==> src/rtl/rf_sequencer_pkg.sv <==
`default_nettype none
// ============================================================================
// Module      : rf_sequencer_pkg
// Description : Shared types and constants for the register-file sequencer:
//               FSM state enum, opcode/op field values, writeback-source
//               encodings and the decode helper that picks the first
//               execution state for an instruction.
// Revision    : 1.0 - initial release
// ============================================================================
package rf_sequencer_pkg;

    typedef enum logic [2:0] {
        ST_WAIT   = 3'd0,
        ST_DECODE = 3'd1,
        ST_GETA   = 3'd2,
        ST_GETB   = 3'd3,
        ST_ALU    = 3'd4,
        ST_STAT   = 3'd5,
        ST_WR_REG = 3'd6,
        ST_WR_IMM = 3'd7
    } state_t;

    // Opcode field [15:13]
    localparam logic [2:0] c_OPC_MOV = 3'b110;
    localparam logic [2:0] c_OPC_ALU = 3'b101;

    // Op field [12:11] under c_OPC_MOV
    localparam logic [1:0] c_OP_MOV_IMM = 2'b10;
    localparam logic [1:0] c_OP_MOV_REG = 2'b00;

    // Op field [12:11] under c_OPC_ALU
    localparam logic [1:0] c_OP_ADD = 2'b00;
    localparam logic [1:0] c_OP_CMP = 2'b01;
    localparam logic [1:0] c_OP_AND = 2'b10;
    localparam logic [1:0] c_OP_MVN = 2'b11;

    // Writeback source select
    localparam logic [1:0] c_VSEL_C      = 2'b00;
    localparam logic [1:0] c_VSEL_SXIMM8 = 2'b10;

    // State entered from DECODE. ST_WAIT doubles as the "undefined
    // instruction" marker: an instruction that decodes straight back to
    // WAIT is illegal.
    function automatic state_t first_step(input logic [2:0] opcode,
                                          input logic [1:0] op);
        state_t nxt;
        nxt = ST_WAIT;
        if (opcode == c_OPC_MOV) begin
            if (op == c_OP_MOV_IMM)      nxt = ST_WR_IMM;
            else if (op == c_OP_MOV_REG) nxt = ST_GETB;
        end else if (opcode == c_OPC_ALU) begin
            // MVN only needs the B operand; the other three read A first.
            if (op == c_OP_MVN) nxt = ST_GETB;
            else                nxt = ST_GETA;
        end
        return nxt;
    endfunction

endpackage : rf_sequencer_pkg
`default_nettype wire

==> src/rtl/rf_sequencer_if.sv <==
`default_nettype none
// ============================================================================
// Module      : rf_sequencer_if
// Description : Bundle of the sequencer's control-side signals.
//               slave  : view used by the sequencer (drives the controls)
//               master : view used by the instruction source / datapath
// Signals     : s        start strobe
//               in       16-bit instruction
//               w        idle/ready
//               readnum / writenum  register-file indices
//               write    register-file write enable
//               loada / loadb / loadc / loads  datapath load strobes
//               asel / bsel         ALU operand selects
//               vsel     writeback source
//               sximm8   sign-extended imm8
//               shift / aluop       held instruction fields
//               illegal  undefined-instruction pulse
// Revision    : 1.0 - initial release
// ============================================================================
interface rf_sequencer_if;
    logic        s;
    logic [15:0] in;
    logic        w;
    logic [2:0]  readnum;
    logic [2:0]  writenum;
    logic        write;
    logic        loada;
    logic        loadb;
    logic        loadc;
    logic        loads;
    logic        asel;
    logic        bsel;
    logic [1:0]  vsel;
    logic [15:0] sximm8;
    logic [1:0]  shift;
    logic [1:0]  aluop;
    logic        illegal;

    modport slave (
        input  s, in,
        output w, readnum, writenum, write, loada, loadb, loadc, loads,
               asel, bsel, vsel, sximm8, shift, aluop, illegal
    );

    modport master (
        output s, in,
        input  w, readnum, writenum, write, loada, loadb, loadc, loads,
               asel, bsel, vsel, sximm8, shift, aluop, illegal
    );
endinterface : rf_sequencer_if
`default_nettype wire

==> src/rtl/rf_sequencer_instr_dec.sv <==
`default_nettype none
// ============================================================================
// Module      : instr_dec
// Description : Purely combinational field splitter for the held
//               instruction, plus sign extension of imm8.
// Ports       : i_instr   16-bit instruction
//               o_opcode  [15:13]     o_op    [12:11]
//               o_rn      [10:8]      o_rd    [7:5]
//               o_shift   [4:3]       o_rm    [2:0]
//               o_sximm8  {8{imm8[7]}, imm8}
// Revision    : 1.0 - initial release
// ============================================================================
module instr_dec (
    input  wire logic [15:0] i_instr,
    output logic      [2:0]  o_opcode,
    output logic      [1:0]  o_op,
    output logic      [2:0]  o_rn,
    output logic      [2:0]  o_rd,
    output logic      [1:0]  o_shift,
    output logic      [2:0]  o_rm,
    output logic      [15:0] o_sximm8
);
    assign o_opcode = i_instr[15:13];
    assign o_op     = i_instr[12:11];
    assign o_rn     = i_instr[10:8];
    assign o_rd     = i_instr[7:5];
    assign o_shift  = i_instr[4:3];
    assign o_rm     = i_instr[2:0];
    assign o_sximm8 = {{8{i_instr[7]}}, i_instr[7:0]};
endmodule : instr_dec
`default_nettype wire

==> src/rtl/rf_sequencer.sv <==
`default_nettype none
// ============================================================================
// Module      : rf_sequencer
// Description : Moore-style controller sequencing MOV/ADD/AND/CMP/MVN
//               instructions through register-file reads, ALU and
//               writeback. An instruction is captured only in WAIT when
//               the start strobe is high; every control output decodes
//               from the state and the held instruction alone.
// Ports       : clk      rising-edge clock
//               reset_n  synchronous active-low reset
//               bus      rf_sequencer_if.slave (start, instruction, controls)
// Revision    : 1.0 - initial release
// ============================================================================
module rf_sequencer
    import rf_sequencer_pkg::*;
(
    input  wire logic       clk,
    input  wire logic       reset_n,
    rf_sequencer_if.slave   bus
);

    state_t      r_state;
    state_t      w_next_state;
    logic [15:0] r_instr;

    logic [2:0]  w_opcode;
    logic [1:0]  w_op;
    logic [2:0]  w_rn;
    logic [2:0]  w_rd;
    logic [1:0]  w_shift;
    logic [2:0]  w_rm;
    logic [15:0] w_sximm8;
    state_t      w_first;

    logic        w_w;
    logic [2:0]  w_readnum;
    logic [2:0]  w_writenum;
    logic        w_write;
    logic        w_loada;
    logic        w_loadb;
    logic        w_loadc;
    logic        w_loads;
    logic        w_asel;
    logic [1:0]  w_vsel;
    logic        w_illegal;

    instr_dec u_instr_dec (
        .i_instr  (r_instr),
        .o_opcode (w_opcode),
        .o_op     (w_op),
        .o_rn     (w_rn),
        .o_rd     (w_rd),
        .o_shift  (w_shift),
        .o_rm     (w_rm),
        .o_sximm8 (w_sximm8)
    );

    assign w_first = first_step(w_opcode, w_op);

    // State and instruction register. Capture happens only in WAIT so that
    // a held start strobe or a changing instruction bus cannot disturb an
    // operation in flight.
    always_ff @(posedge clk) begin
        if (!reset_n) begin
            r_state <= ST_WAIT;
            r_instr <= 16'h0000;
        end else begin
            r_state <= w_next_state;
            if (r_state == ST_WAIT && bus.s) begin
                r_instr <= bus.in;
            end
        end
    end

    always_comb begin
        w_next_state = ST_WAIT;
        case (r_state)
            ST_WAIT:   w_next_state = bus.s ? ST_DECODE : ST_WAIT;
            ST_DECODE: w_next_state = w_first;
            ST_GETA:   w_next_state = ST_GETB;
            // CMP stops at the status update instead of producing C.
            ST_GETB:   w_next_state = (w_opcode == c_OPC_ALU && w_op == c_OP_CMP)
                                      ? ST_STAT : ST_ALU;
            ST_ALU:    w_next_state = ST_WR_REG;
            ST_STAT:   w_next_state = ST_WAIT;
            ST_WR_REG: w_next_state = ST_WAIT;
            ST_WR_IMM: w_next_state = ST_WAIT;
            default:   w_next_state = ST_WAIT;
        endcase
    end

    always_comb begin
        w_w        = 1'b0;
        w_readnum  = 3'd0;
        w_writenum = 3'd0;
        w_write    = 1'b0;
        w_loada    = 1'b0;
        w_loadb    = 1'b0;
        w_loadc    = 1'b0;
        w_loads    = 1'b0;
        w_asel     = 1'b0;
        w_vsel     = c_VSEL_C;
        w_illegal  = 1'b0;
        case (r_state)
            ST_WAIT:   w_w = 1'b1;
            ST_DECODE: w_illegal = (w_first == ST_WAIT);
            ST_GETA: begin
                w_readnum = w_rn;
                w_loada   = 1'b1;
            end
            ST_GETB: begin
                w_readnum = w_rm;
                w_loadb   = 1'b1;
            end
            ST_ALU: begin
                w_loadc = 1'b1;
                // Single-operand instructions (MOV reg, MVN) zero the A side.
                w_asel  = (w_opcode == c_OPC_MOV) ||
                          (w_opcode == c_OPC_ALU && w_op == c_OP_MVN);
            end
            ST_STAT:   w_loads = 1'b1;
            ST_WR_REG: begin
                w_writenum = w_rd;
                w_write    = 1'b1;
                w_vsel     = c_VSEL_C;
            end
            ST_WR_IMM: begin
                w_writenum = w_rn;
                w_write    = 1'b1;
                w_vsel     = c_VSEL_SXIMM8;
            end
            default: ;
        endcase
    end

    assign bus.w        = w_w;
    assign bus.readnum  = w_readnum;
    assign bus.writenum = w_writenum;
    assign bus.write    = w_write;
    assign bus.loada    = w_loada;
    assign bus.loadb    = w_loadb;
    assign bus.loadc    = w_loadc;
    assign bus.loads    = w_loads;
    assign bus.asel     = w_asel;
    assign bus.bsel     = 1'b0;
    assign bus.vsel     = w_vsel;
    assign bus.sximm8   = w_sximm8;
    assign bus.shift    = w_shift;
    assign bus.aluop    = w_op;
    assign bus.illegal  = w_illegal;

endmodule : rf_sequencer
`default_nettype wire
==> src/flat_wrapper.sv <==
// flat-port wrapper written by rule: the top's interface ports become plain ports
module rf_sequencer_flat import rf_sequencer_pkg::*;
  (clk, reset_n, bus_s, bus_in, bus_w, bus_readnum, bus_writenum, bus_write, bus_loada, bus_loadb, bus_loadc, bus_loads, bus_asel, bus_bsel, bus_vsel, bus_sximm8, bus_shift, bus_aluop, bus_illegal);
  rf_sequencer_if bus_i ();
  input  wire logic clk;
  input  wire logic reset_n;
  input wire logic [$bits(bus_i.s)-1:0] bus_s;
  input wire logic [$bits(bus_i.in)-1:0] bus_in;
  output wire logic [$bits(bus_i.w)-1:0] bus_w;
  output wire logic [$bits(bus_i.readnum)-1:0] bus_readnum;
  output wire logic [$bits(bus_i.writenum)-1:0] bus_writenum;
  output wire logic [$bits(bus_i.write)-1:0] bus_write;
  output wire logic [$bits(bus_i.loada)-1:0] bus_loada;
  output wire logic [$bits(bus_i.loadb)-1:0] bus_loadb;
  output wire logic [$bits(bus_i.loadc)-1:0] bus_loadc;
  output wire logic [$bits(bus_i.loads)-1:0] bus_loads;
  output wire logic [$bits(bus_i.asel)-1:0] bus_asel;
  output wire logic [$bits(bus_i.bsel)-1:0] bus_bsel;
  output wire logic [$bits(bus_i.vsel)-1:0] bus_vsel;
  output wire logic [$bits(bus_i.sximm8)-1:0] bus_sximm8;
  output wire logic [$bits(bus_i.shift)-1:0] bus_shift;
  output wire logic [$bits(bus_i.aluop)-1:0] bus_aluop;
  output wire logic [$bits(bus_i.illegal)-1:0] bus_illegal;
  assign bus_i.s = bus_s;
  assign bus_i.in = bus_in;
  assign bus_w = bus_i.w;
  assign bus_readnum = bus_i.readnum;
  assign bus_writenum = bus_i.writenum;
  assign bus_write = bus_i.write;
  assign bus_loada = bus_i.loada;
  assign bus_loadb = bus_i.loadb;
  assign bus_loadc = bus_i.loadc;
  assign bus_loads = bus_i.loads;
  assign bus_asel = bus_i.asel;
  assign bus_bsel = bus_i.bsel;
  assign bus_vsel = bus_i.vsel;
  assign bus_sximm8 = bus_i.sximm8;
  assign bus_shift = bus_i.shift;
  assign bus_aluop = bus_i.aluop;
  assign bus_illegal = bus_i.illegal;
  rf_sequencer u_core (.clk(clk), .reset_n(reset_n), .bus(bus_i));
endmodule
==> config.mk <==
export PLATFORM = sky130hd
export DESIGN_NAME = rf_sequencer_flat
export DESIGN_NICKNAME = d
export VERILOG_FILES = /design/src/rtl/rf_sequencer_pkg.sv /design/src/rtl/rf_sequencer_if.sv /design/src/rtl/rf_sequencer_instr_dec.sv /design/src/rtl/rf_sequencer.sv /design/src/flat_wrapper.sv
export SDC_FILE = /design/constraint.sdc
export NUM_CORES = 1
export LEC_CHECK = 0
export CELL_PAD_IN_SITES_DETAIL_PLACEMENT = 0
export CELL_PAD_IN_SITES_GLOBAL_PLACEMENT = 1
export CORE_AREA = 2 2 62 69
export CTS_BUF_LIST = sky130_fd_sc_hd__clkbuf_2
export CTS_CLUSTER_SIZE = 10
export DETAILED_ROUTE_END_ITERATION = 16
export DIE_AREA = 0 0 64 71
export GPL_TIMING_DRIVEN = 0
export PLACE_DENSITY = 0.83
export SLEW_MARGIN = 0
export SYNTH_ARGS = -nofsm -noshare
export SYNTH_HDL_FRONTEND = slang
export SYNTH_SLANG_ARGS = --single-unit
==> constraint.sdc <==
create_clock -name clk -period 2.4 [get_ports clk]
set_clock_uncertainty 0.05 [all_clocks]
set_input_delay 0.24 -clock clk [delete_from_list [all_inputs] [get_ports clk]]
set_output_delay 0.24 -clock clk [all_outputs]
set_load 0.01 [all_outputs]
### After elaboration in Yosys (flattened, before gate mapping)

Cells that the tools add are included.

* input bits: 19
* flip-flop bits (word level): 19
* output and inout bits: 37
* word-level logic and storage cells: 42

* equality and inequality tests: 12
* reductions and logical operators: 9
* muxes and demuxes: 19

Operators by type and width (count)
* 3-bit equality test, second input constant: 6
* 3-bit one-hot mux with 6 select lines: 1
* 3-bit one-hot mux with 2 select lines: 2
* 1-bit 2-to-1 mux: 11
* 3-bit 2-to-1 mux: 3
* 3-bit by 2-bit equality test with 1-bit output, second input constant: 2
* 3-bit logical NOT: 2
* 2-bit equality test, second input constant: 2
* 2-bit 2-to-1 mux: 2
* 3-bit by 1-bit equality test with 1-bit output, second input constant: 1
* 1-bit logical AND: 3
* 3-bit OR reduction: 1
* 2-bit by 1-bit equality test with 1-bit output, second input constant: 1
* 2-bit logical NOT: 1
* 2-bit OR reduction: 1
* 1-bit logical OR: 1

### Longest topological paths before layout

* word-level depth: 6
* depth in mapped cells: 6
* mapped depth without buffers: 3

### Cells and area by module

A second synthesis with hierarchy kept.

* cell total of the unflattened synthesis: 153
* area, all modules: 1218.7 µm²

Modules (own cells, without submodules)
* rf_sequencer: sequential area each 380.4 µm², cells an instance 121, times used 1, area each 978.4 µm²
* instr_dec: sequential area each 0.0 µm², cells an instance 32, times used 1, area each 240.2 µm²

### Worst setup path before layout

No wires, ideal clock.

* path type: reg-to-reg
* from: register u_core.r_state[2]
* to: register u_core.r_instr[0]
* clock period less this slack: 1.469 ns
* cell stages (with the launch flop): 7
* slack: 0.931 ns
* buffers on the path: 3
* data required time: 2.232 ns
* arrival: 1.301 ns
* library setup time: 0.118 ns
* path through: dfxtp_1 > buf_6 > or4b_4 > buf_6 > buf_6 > nand2_1 > a21oi_1

* word-level cells in the longest chain between the ends: 2

Ends and longest elaborated chain
* start: declaration: RTL line rf_sequencer.sv:22 `state_t r_state;`
* start signal: assignment: RTL line rf_sequencer.sv:68 `r_state <= w_next_state;`
* 3-bit logical NOT: RTL line rf_sequencer.sv:69 `if (r_state == ST_WAIT && bus.s) begin`
* 1-bit logical AND: RTL line rf_sequencer.sv:69
* end signal: assignment: RTL line rf_sequencer.sv:70 `r_instr <= bus.in;`
* end: declaration: RTL line rf_sequencer.sv:24 `logic [15:0] r_instr;`

Every way passes these cells.
A chain may end at the register's enable or synchronous reset.

### Worst setup path in the final report

* from: register u_core.r_state[0]
* to: output port bus_readnum[0]

* word-level cells in the longest chain between the ends: 2
* elaborated cells between the ends (all ways): 3
* classes of those cells: 2 x eq/ne; 1 x mux

Ends and longest elaborated chain
* 3-bit by 2-bit equality test with 1-bit output: RTL line rf_sequencer.sv:104 `case (r_state)`
* 3-bit one-hot mux with 2 select lines *: RTL line rf_sequencer.sv:104
* end: declaration: RTL line flat_wrapper.sv:10 `output wire logic [$bits(bus_i.readnum)-1:0] bus_readnum;`

Mark *: on every way between the ends. The rest lies on a longest branch, timed or not.

==> flow_metrics.tcl <==
set metrics [dict create \
    cell_type_with_the_highest_occurrence_count_on_the_critical_path "buf_2" \
    cp-start-kind "flop" \
    synth.avg_cell_area_um2 7.956 \
    power_frac_comb 0.305 \
    core_area_um2 3874 \
    critical_path_rt_ns 2.11 \
    design.portCount 56 \
    grt_setup_unrepaired "false" \
    antenna_found_initial 0 \
    power.net_switching_uw 197.8 \
    yosys.area_share.adder 0 \
    timing.critical_path.from "u_core.r_state[0]" \
    slew_viol_final 0 \
    finalCritPeriodShare 0.9243 \
    critical_path_start_end_classification "reg -> out" \
    drt_first_iter_violations 34 \
    critical_path.n_buffers_inverters 3 \
    finalHoldViolCount 0 \
    grt_max_degree 12 \
    p_per_area_nw_per_um2 401.7 \
    num-nets-final 223 \
    irDropWorstVdd_mv 0.2341 \
    globalplace.congestion 0.7917 \
    share_of_yosys_cell_area_claimed_by_the_top_area_cell_type 0.3297 \
    synth_compound_gate_area_share 0.1475 \
    worstPathArrival_ns 1.93 \
    grt_pass1_vias 1014 \
    number_of_failing_setup_endpoints_in_the_final_timing_report 0 \
    postLayoutCoreUtil 0.4577 \
    synth_xor_area_frac 0 \
    num-fill-cells 402 \
    synthesis.instances 145 \
    routed-via-count 1077 \
    netlist-cell-type-count 32 \
    hold_buffers 0 \
    min_path_type "in -> reg" \
    cts.htree.levels 1 \
    yosysTopAreaCell "dfxtp_1" \
    cts_tree "done" \
    power.static_leakage_uw 0.0007111 \
    cts_resized 0 \
    path_delay_family "buffers and inverters" \
    number_of_clock_sinks 19 \
    synth.yosys.seq_area_share 0.3297 \
    power.clock.fraction 0.197 \
    r2r_start "u_core.r_state[1]" \
    cts_buffer_depth 2 \
    cts_setup_buffers 0 \
    worstPathCellList "buf_2 > buf_2 > mux2i_1 > nor2_1 > clkdlybuf4s50_1" \
    endpoint_kind "primary output" \
    viasPerCell 4.224 \
    ys_seq_elements 19 \
    insertion_delay_ns 0.30 \
    number_of_nets_still_failing_antenna_checks_after_routing 0 \
    syn_to_final_growth_pct 53.69 \
    dieArea_um2 4544 \
    start_util 0.2978 \
    hold_path.startpoint "bus_in[14]" \
    cts_root_buf "clkbuf_2" \
    synth_area_leaders "dfxtp_1 33%, buf_4 14%, nand2_1 11%, mux2i_1 5.2%, a21boi_0 3.9%" \
    synth_simple_gate_area_frac 0.2581 \
    synthMuxAreaShare 0.05206 \
    slowest_cp_cell "clkdlybuf4s50_1" \
    post-route-drc-count 0 \
    power.total_uw 712.2 \
    ys_warn_count 0 \
    clk_pin_slew_worst_paths_ns 0.17 \
    synthesis.area_um2 1154 \
    final_wirelength_mm 2.780 \
    antenna_cells 0 \
    outcome "finished clean" \
    cap_viol_max_count 0 \
    detailed_place_hpwl_mm 2.133 \
    die_y_extent_um 71 \
    peak_per_stage_delay_on_the_critical_path_ns 0.55 \
    row_count 24 \
    grt_pass1_wl_mm 4.616 \
    p_int_uw 514.5 \
    synth_top_family_by_area "simple AND/OR/NAND/NOR gates" \
    firstDrtPassIters 4 \
    power.share.switching 0.2777 \
    chipWidth_um 64 \
    routed_wire_length_per_instance_um 10.90 \
    totalNegativeSetupSlack_ns 0 \
    crit_fanout 10 \
    grt.overflow.total 0 \
    placement.io_buffers 53 \
    seq_power_share 0.498 \
    fmaxAchievable_mhz 450.8 \
    drive_gt1_frac 0.1724 \
    cts_made_buffers 3 \
    layout_min_cycle_time_ns 2.218 \
    grtUsageTotal 0.1292 \
]
[path summary, 6_finish.rpt]
check / cells after the start / slack [ns] / end
max: 5 / 0.18 / bus_readnum[0]
min: 3 / 0.41 / u_core.r_instr[14]
max reg2reg: 5 / 0.82 / u_core.r_instr[0]
min reg2reg: 2 / 0.43 / u_core.r_instr[2]
[worst reg2reg max path, stage by stage, from the launching register on]
cell and delay [ns]:
dfxtp_1 0.34, buf_2 0.18, nor4b_4 0.45, buf_2 0.30, nand2_1 0.08, a21oi_1 0.13
[registers in the layout, summed over array words and instances, names as in the netlist]
signal	count
u_core.r_instr	16
u_core.r_state	3
[cell type report]
cell class | count | area [um^2] | area share
Inverter | 5 | 18.77 | 0.01059
Tap cell | 52 | 65.06 | 0.03670
Clock buffer | 4 | 20.02 | 0.01129
Multi-Input combinational cell | 92 | 535.5 | 0.3020
Buffer | 30 | 222.7 | 0.1256
Sequential cell | 19 | 380.4 | 0.2145
Timing Repair Buffer | 53 | 530.5 | 0.2992
[power by group through the flow]
| stage | Clock (uW) | Sequential (uW) | Combinational, uW |
|---|---|---|---|
| after floorplan | 0 | 356 | 123 |
| after global placement | 0 | 362 | 220 |
| after detailed placement | 0 | 362 | 221 |
| after CTS | 151 | 356 | 222 |
| after global routing | 162 | 360 | 237 |
| final | 140 | 355 | 217 |
[kinds of logic after synthesis]
logic type / Yosys count
and+or+nand+nor: 60
buffers and inverters: 35
DFF: 19
muxes: 6
other: 1
AOI/OAI and AO/OA: 24
[per-layer routing]
layer	global-route usage	wire length, um	up-vias
li1	-	-	574
met3	0.01749	97	2
met1	0.1495	1251	474
met5	0	0	-
met4	0.05797	29	0
met2	0.2338	1402	27
[cell usage after synthesis (all sizes together)]
library cell and instances:
nand2b 2, nor2 12, o31a 1, nand4bb 1
inv 5, nor3b 1, a21oi 4, dfxtp 19
conb 1, or4b 1, nand3 1, a211o 1
nand2 33, nor3 2, a21boi 12, a31oi 1
nor2b 2, nor4b 2, a32oi 1, and3 1
and4b 1, o21ai 2, clkbuf 1, buf 29
o311ai 1, mux2i 6, nand3b 1, a2bb2oi 1
[layout by cell type, fill, tap and decap left out, types with 2 or more instances in the layout]
cell	n
a21boi_0	6
nand2_1	33
nand2b_1	2
nor2_1	12
dfxtp_1	19
a21boi_1	6
nor3_1	2
buf_2	4
inv_1	5
a21oi_1	4
nor2b_1	2
o21ai_0	2
conb_1	2
buf_6	3
clkdlybuf4s50_1	53
mux2i_1	6
buf_4	22
clkbuf_2	4
[through the flow]
| step | setup WS [ns] | std cells | hold slack (ns) | area (um^2) |
|---|---|---|---|---|
| 2_1_floorplan | 0.9310 | 146 | 0.3248 | 1157 |
| 3_3_place_gp | 0.5449 | 251 | 0.4091 | 1753 |
| 3_5_place_dp | 0.5437 | 251 | 0.4145 | 1753 |
| 4_1_cts | 0.1390 | 255 | 0.3744 | 1773 |
| 5_1_grt | 0.03018 | 255 | 0.3763 | 1773 |
| 6_report | 0.1816 | 255 | 0.4052 | 1773 |
(Power assumes the default switching activity.)
